**config.mk**
```make
export PLATFORM = sky130hd
export DESIGN_NAME = apb_master_bridge
export DESIGN_NICKNAME = d
export VERILOG_FILES = /design/src/rtl/apb_master_bridge.sv
export SDC_FILE = /design/constraint.sdc
export NUM_CORES = 1
export LEC_CHECK = 0
export ABC_AREA = 1
export ABC_CLOCK_PERIOD_IN_PS = 1700
export BUFFER_PORTS_ARGS = -buffer_cell sky130_fd_sc_hd__buf_2
export CAP_MARGIN = 15
export CORE_ASPECT_RATIO = 0.75
export CORE_MARGIN = 2
export CORE_UTILIZATION = 43
export CTS_CLUSTER_SIZE = 10
export DETAILED_ROUTE_END_ITERATION = 12
export HOLD_SLACK_MARGIN = 0.15
export PLACE_DENSITY = 0.83
export SYNTH_ARGS = -nofsm -noshare
export SYNTH_HDL_FRONTEND = slang
export SYNTH_SLANG_ARGS = --single-unit
```
**constraint.sdc**
```tcl
create_clock -name HCLK -period 1.7 [get_ports HCLK]
set_input_delay 0.17 -clock HCLK [delete_from_list [all_inputs] [get_ports HCLK]]
set_output_delay 0.17 -clock HCLK [all_outputs]
set_load 0.005 [all_outputs]
```
**src/rtl/apb_master_bridge.sv**
```systemverilog
// Single-outstanding bridge from a peripheral request/response port to an APB3 master.
// Optional ACCESS-phase timeout is enabled with `define APB_MASTER_TIMEOUT_EN.
module apb_master_bridge #(
    parameter int unsigned APB_ADDR_WIDTH = 12,
    parameter int unsigned ID_WIDTH       = 2,
    parameter int unsigned TIMEOUT_CYCLES = 256
) (
    input  logic                      HCLK,
    input  logic                      HRESET,
    input  logic                      req,
    input  logic [31:0]               add,
    input  logic                      wen,
    input  logic [31:0]               wdata,
    input  logic [ID_WIDTH-1:0]       id,
    output logic                      gnt,
    output logic                      r_valid,
    output logic                      r_opc,
    output logic [ID_WIDTH-1:0]       r_id,
    output logic [31:0]               r_rdata,
    output logic [APB_ADDR_WIDTH-1:0] PADDR,
    output logic [31:0]               PWDATA,
    output logic                      PWRITE,
    output logic                      PSEL,
    output logic                      PENABLE,
    input  logic [31:0]               PRDATA,
    input  logic                      PREADY,
    input  logic                      PSLVERR
);

    localparam logic [1:0] StIdle   = 2'd0;
    localparam logic [1:0] StSetup  = 2'd1;
    localparam logic [1:0] StAccess = 2'd2;
    localparam logic [1:0] StResp   = 2'd3;

    logic [1:0]                state_q, state_d;
    logic [APB_ADDR_WIDTH-1:0] paddr_q, paddr_d;
    logic [31:0]               pwdata_q, pwdata_d;
    logic                      pwrite_q, pwrite_d;
    logic [ID_WIDTH-1:0]       id_q, id_d;
    logic [31:0]               r_rdata_q, r_rdata_d;
    logic                      r_opc_q, r_opc_d;
    logic [ID_WIDTH-1:0]       r_id_q, r_id_d;

`ifdef APB_MASTER_TIMEOUT_EN
    localparam int unsigned CntW = $clog2(TIMEOUT_CYCLES) + 1;
    localparam logic [CntW-1:0] CntMax = CntW'(TIMEOUT_CYCLES - 1);
    logic [CntW-1:0] cnt_q, cnt_d;
`else
    localparam int unsigned unused_timeout_cycles = TIMEOUT_CYCLES;
`endif

    // Only the low address bits reach the APB side.
    if (APB_ADDR_WIDTH < 32) begin : g_unused_add
        logic unused_add_hi;
        assign unused_add_hi = ^add[31:APB_ADDR_WIDTH];
    end

    always_comb begin
        state_d   = state_q;
        paddr_d   = paddr_q;
        pwdata_d  = pwdata_q;
        pwrite_d  = pwrite_q;
        id_d      = id_q;
        r_rdata_d = r_rdata_q;
        r_opc_d   = r_opc_q;
        r_id_d    = r_id_q;
`ifdef APB_MASTER_TIMEOUT_EN
        cnt_d     = cnt_q;
`endif
        unique case (state_q)
            StIdle: begin
                if (req) begin
                    paddr_d  = add[APB_ADDR_WIDTH-1:0];
                    pwdata_d = wdata;
                    pwrite_d = ~wen;
                    id_d     = id;
                    state_d  = StSetup;
                end
            end
            StSetup: begin
`ifdef APB_MASTER_TIMEOUT_EN
                cnt_d   = '0;
`endif
                state_d = StAccess;
            end
            StAccess: begin
                if (PREADY) begin
                    r_rdata_d = pwrite_q ? 32'h0 : PRDATA;
                    r_opc_d   = PSLVERR;
                    r_id_d    = id_q;
                    state_d   = StResp;
                end
`ifdef APB_MASTER_TIMEOUT_EN
                else if (cnt_q == CntMax) begin
                    r_rdata_d = 32'hDEAD_BEEF;
                    r_opc_d   = 1'b1;
                    r_id_d    = id_q;
                    state_d   = StResp;
                end else begin
                    cnt_d = cnt_q + 1'b1;
                end
`endif
            end
            StResp: begin
                state_d = StIdle;
            end
            default: begin
                state_d = StIdle;
            end
        endcase
    end

    always_ff @(posedge HCLK) begin
        if (HRESET) begin
            state_q   <= StIdle;
            paddr_q   <= '0;
            pwdata_q  <= '0;
            pwrite_q  <= 1'b0;
            id_q      <= '0;
            r_rdata_q <= '0;
            r_opc_q   <= 1'b0;
            r_id_q    <= '0;
`ifdef APB_MASTER_TIMEOUT_EN
            cnt_q     <= '0;
`endif
        end else begin
            state_q   <= state_d;
            paddr_q   <= paddr_d;
            pwdata_q  <= pwdata_d;
            pwrite_q  <= pwrite_d;
            id_q      <= id_d;
            r_rdata_q <= r_rdata_d;
            r_opc_q   <= r_opc_d;
            r_id_q    <= r_id_d;
`ifdef APB_MASTER_TIMEOUT_EN
            cnt_q     <= cnt_d;
`endif
        end
    end

    assign gnt     = req && (state_q == StIdle) && !HRESET;
    assign PSEL    = (state_q == StSetup) || (state_q == StAccess);
    assign PENABLE = (state_q == StAccess);
    assign r_valid = (state_q == StResp);
    assign PADDR   = paddr_q;
    assign PWDATA  = pwdata_q;
    assign PWRITE  = pwrite_q;
    assign r_rdata = r_rdata_q;
    assign r_opc   = r_opc_q;
    assign r_id    = r_id_q;

endmodule

```
**Word level (Yosys, flattened, before mapping)**

Index checks and enable logic that the tools add are counted.

- Equal/unequal tests: 5
- Muxes and demuxes: 4
- Multiply operators: 0
- Order comparisons: 0
- Add/subtract/negate cells: 0
- Divide/modulo/power cells: 0
- Shift operators: 0
- Bitwise logic cells: 1
- Reduce and logical (&&, ||, !) cells: 8

Operators with widths:

| operator | count |
|---|---|
| two-way mux 32 bit | 1 |
| one-hot mux 2 bit (4 select lines) | 1 |
| AND reduction 2 bit | 3 |
| equality test 2 bit (second input constant) | 2 |
| two-way mux 2 bit | 2 |
| equality test 2 x 1 -> 1 bit (second input constant) | 1 |
| logical AND 1 bit | 2 |
| zero test 2 bit | 1 |
| inequality test 2 x 1 -> 1 bit (second input constant) | 1 |
| inequality test 2 bit (second input constant) | 1 |
| zero test 1 bit | 1 |
| logical OR 1 bit | 1 |
| NOT 1 bit | 1 |

- Memories: 0
- Memory bits (writable): 0
- ROM bits: 0
- Logic and storage cells: 26
- Bits in latches: 0
- Output and inout bits: 84
- Bits of input ports: 104
- Bits in registers: 84

**Logic depth before layout (Yosys ltp)**

- Depth after elaboration: 3
- Depth in mapped cells: 8
- Depth with buffers taken out: 7

**Worst setup path before layout**

No wires, ideal clock.

- Kind: reg-to-reg
- Start point: register state_q[1]
- End point: register paddr_q[10] (netlist: PADDR[10])
- Arrival: 1.133 ns
- Period minus slack after synthesis: 1.249 ns
- Setup time: 0.116 ns
- Slack: 0.451 ns
- Cell stages (with the launch flop): 9
- Buffers on the path: 2
- Cell sequence: dfxtp_1 -> inv_1 -> ha_1 -> nand2_2 -> inv_2 -> buf_6 -> buf_6 -> nor2_1 -> nor2_1

- Word-level cells in the longest chain between the ends: 2

Ends and longest elaborated chain:

| what | line | source |
|---|---|---|
| from (decl) | 35 | `logic [1:0] state_q, state_d;` |
| from (signal assigned) | 115 | `state_q <= StIdle;` |
| from (signal assigned) | 127 | `state_q <= state_d;` |
| zero test 2 bit | 70 | `unique case (state_q)` |
| AND reduction 2 bit (no source line) | -- |  |
| to (signal assigned) | 128 | `paddr_q <= paddr_d;` |
| to (decl) | 36 | `logic [APB_ADDR_WIDTH-1:0] paddr_q, paddr_d;` |

No other way between the ends.
A chain may end at the register's enable or synchronous reset.

**Final worst setup path**

- Start point: register state_q[1]
- End point: output port gnt

- Word-level cells in the longest chain between the ends: 3

Ends and longest elaborated chain:

| what | line | source |
|---|---|---|
| zero test 2 bit | 141 | `assign gnt = req && (state_q == StIdle) && !HRESET;` |
| logical AND 1 bit (2 in series) | 141 |  |
| to (decl) | 15 | `output logic gnt,` |

No other way between the ends.

==> results.json <==
{
  "slew_headroom": 0.532,
  "synthCells": 391,
  "die_x_um": 103,
  "path_class": "reg2out",
  "drt-total-wl_mm": 9.99,
  "clkTransAtPathRegs_ns": 0.08,
  "fin_crit_ns": 1.59,
  "clock_latency_ns": 0.34,
  "pwr-share-seq": 0.415,
  "p_per_area_nw_per_um2": 1250,
  "syn2layout_area_growth_pct": 59.3,
  "fin_skew_ns": 0.00828,
  "ys_warn_count": 0,
  "die-area_um2": 8110,
  "finalPower_mw": 6.34,
  "layout-drive-gt1-share": 0.313,
  "numCtsBuffers": 9,
  "synth_nets": 500,
  "ys_seq_elements": 84,
  "p_clk_frac": 0.235,
  "yosys.area.top_type": "dfxtp_1",
  "cts_buffer_depth": 2,
  "ant_nets": 0,
  "grt_max_degree": 53,
  "tritoncts": "done",
  "grt_pass1_wl_mm": 15.3,
  "peakVddDrop_uv": 568,
  "startpoint_type": "flip-flop",
  "start_util": 0.438,
  "synthFlopType": "dfxtp_1",
  "cts_setup_buffers": 0,
  "clock-root-buffer": "clkbuf_8",
  "core_area_um2": 7260,
  "routedWlPerCell_um": 13.7,
  "p_int_mw": 4.25,
  "rsz0062_at_grt": "false",
  "seq_area_frac_synth": 0.529,
  "crit_fanout": 12,
  "drv_cap": 0,
  "numPortBuffers": 167,
  "final.setup.tns_ns": 0,
  "whs_endpoint": "r_rdata[13]$_SDFFE_PP0P_",
  "reg2reg_depth": 5,
  "grt-ovfl-total": 0,
  "async_flop_share": 0,
  "holdPathStages": 3,
  "fmax_mhz": 628,
  "synth_area_leaders": "dfxtp_1, nor2_1, o21ai_0",
  "groute.usage.overall": 0.240,
  "synth_edf_count": 0,
  "status": "finished, final reports clean",
  "fin_area_um2": 5070,
  "pin_count": 188,
  "postSynthAreaPerCell_um2": 8.13,
  "slew_violations": 0,
  "power_frac_comb": 0.350,
  "nets": 734,
  "switching_share": 0.330,
  "setup_viol": 0,
  "hpwl_mm": 5.62,
  "fp.dieH_um": 78.5,
  "tightestPinTransition_ns": 0.702,
  "antenna_found_initial": 0,
  "gp_congestion": 0.719,
  "synth_top_area_frac": 0.529,
  "crit_required_ns": 1.53,
  "p_switching_mw": 2.09,
  "num_vias": 3561,
  "grt_pass1_vias": 3401,
  "synth_cell_types": 18,
  "hold_path.class": "in2reg",
  "yosysMostFrequentCell": "nor2_1",
  "placedInstanceArea_um2": 3970,
  "r2r_slack_ns": 0.26,
  "finalCritPeriodShare": 0.937,
  "diodes": 0,
  "htree_levels": 3,
  "rr_startpoint": "state_q[0]$_SDFFE_PP0P_",
  "avgViaCountPerCell": 4.88,
  "cp.arrival_ns": 1.42,
  "clock-sinks": 84,
  "drt_iter0_drc": 157,
  "final_hold_viol_count": 0,
  "synth_common_cells": "nor2_1, dfxtp_1, o21ai_0",
  "r2r-end": "r_rdata[16]$_SDFFE_PP0P_",
  "hold_start": "PREADY",
  "synthesis.area_um2": 3180,
  "p_leak_nw": 2.38,
  "fp-row-count": 27,
  "drt_first_pass_iters": 4,
  "drc": 0,
  "end_kind": "output port"
}
worst max-delay path by stage:
stage | start | end | slack, ns | cells past startpoint
6_report | state_q[1]$_SDFFE_PP0P_ | gnt | 0.11 | 6
5_1_grt | state_q[1]$_SDFFE_PP0P_ | gnt | 0.01 | 6
4_1_cts | state_q[0]$_SDFFE_PP0P_ | gnt | -0.02 | 6
3_5_place_dp | state_q[0]$_SDFFE_PP0P_ | PWRITE$_SDFFE_PP0P_ | 0.04 | 7
3_3_place_gp | state_q[0]$_SDFFE_PP0P_ | PWRITE$_SDFFE_PP0P_ | 0.08 | 7
2_1_floorplan | state_q[1]$_SDFFE_PP0P_ | PADDR[10]$_SDFFE_PP0P_ | 0.45 | 8
per-layer routing:
layer,track usage,share of wire,up-vias
li1,-,-,1764
met3,0.0775,0.061,28
met1,0.268,0.41,1627
met5,0,0,-
met2,0.415,0.51,142
met4,0.105,0.025,0
sequential cells by signal, indices dropped and copies added (netlist names):
signal	flops
PWRITE	1
r_id	2
PADDR	12
id_q	2
PWDATA	32
r_rdata	32
state_q	2
r_opc	1
cells by family (layout without fill, tap and decap cells):
family,count (synthesis),after routing,synth area share
and+or+nand+nor,176,176,0.237
AOI/OAI and AO/OA,84,84,0.132
DFF,84,84,0.529
buffers and inverters,42,280,0.0826
adders and majority gates,5,5,0.0197
cell usage in the layout, fill, tap and decap left out:
cell | synthesis | layout
ha_1 | 5 | 4
dlygate4sd3_1 | 0 | 80
buf_12 | 0 | 1
o21ai_1 | 6 | 6
inv_2 | 2 | 2
dfxtp_2 | 0 | 2
inv_4 | 0 | 1
clkinvlp_4 | 0 | 2
nand4_1 | 32 | 32
buf_2 | 14 | 167
nand2_4 | 1 | 2
nand3_1 | 2 | 2
clkbuf_16 | 0 | 1
inv_1 | 7 | 6
bufbuf_16 | 0 | 1
nor2_1 | 102 | 102
nand2_1 | 38 | 38
bufinv_16 | 0 | 2
o21ai_0 | 43 | 43
clkbuf_8 | 0 | 9
ha_4 | 0 | 1
dfxtp_1 | 84 | 82
buf_4 | 3 | 6
a21oi_1 | 35 | 35
clkbuf_1 | 5 | 2
metrics by stage:
stage	std cells	hold WS [ns]	util	worst slack, ns
finish	730	0.203	0.698	0.107
global route	730	0.192	0.698	0.0126
CTS	729	0.178	0.692	-0.0200
detailed placement	633	0.424	0.546	0.0399
global placement	633	0.407	0.546	0.0775
floorplan	391	0.315	-	0.451
power by group through the flow:
stage | sequential, mW | clock, mW | combinational [mW]
after global placement | 2.63 | 0 | 1.78
after global routing | 2.67 | 1.62 | 2.49
after floorplan | 2.69 | 0 | 1.19
after detailed placement | 2.66 | 0 | 1.84
after CTS | 2.62 | 1.55 | 2.10
final | 2.63 | 1.49 | 2.22
repair_timing:
action                                  in CTS  in global routing
pin swaps                                    1                  1
hold buffers                                80                  0
cloned                                       1                  1
hold endpoints to repair                    80                  0
endpoints found under the setup margin       1                  1
resized for setup                            6                  4
cell type report:
cell class | count | area (µm²)
fillers | 582 | 2200
repair buffers | 256 | 1760
multi-input cells | 265 | 1250
inverters | 9 | 36.3
flip-flops and latches | 84 | 1680
clock buffers | 11 | 131
clock inverters | 4 | 75.1
well taps | 101 | 126
critical path, stage by stage (launching register included):
cell and delay [ns]:
dfxtp_2 0.37, inv_1 0.09, ha_4 0.18, nand2_4 0.11, buf_12 0.15, nor2_1 0.04, buf_2 0.15
No activity file was read; power rests on OpenSTA's default activity.
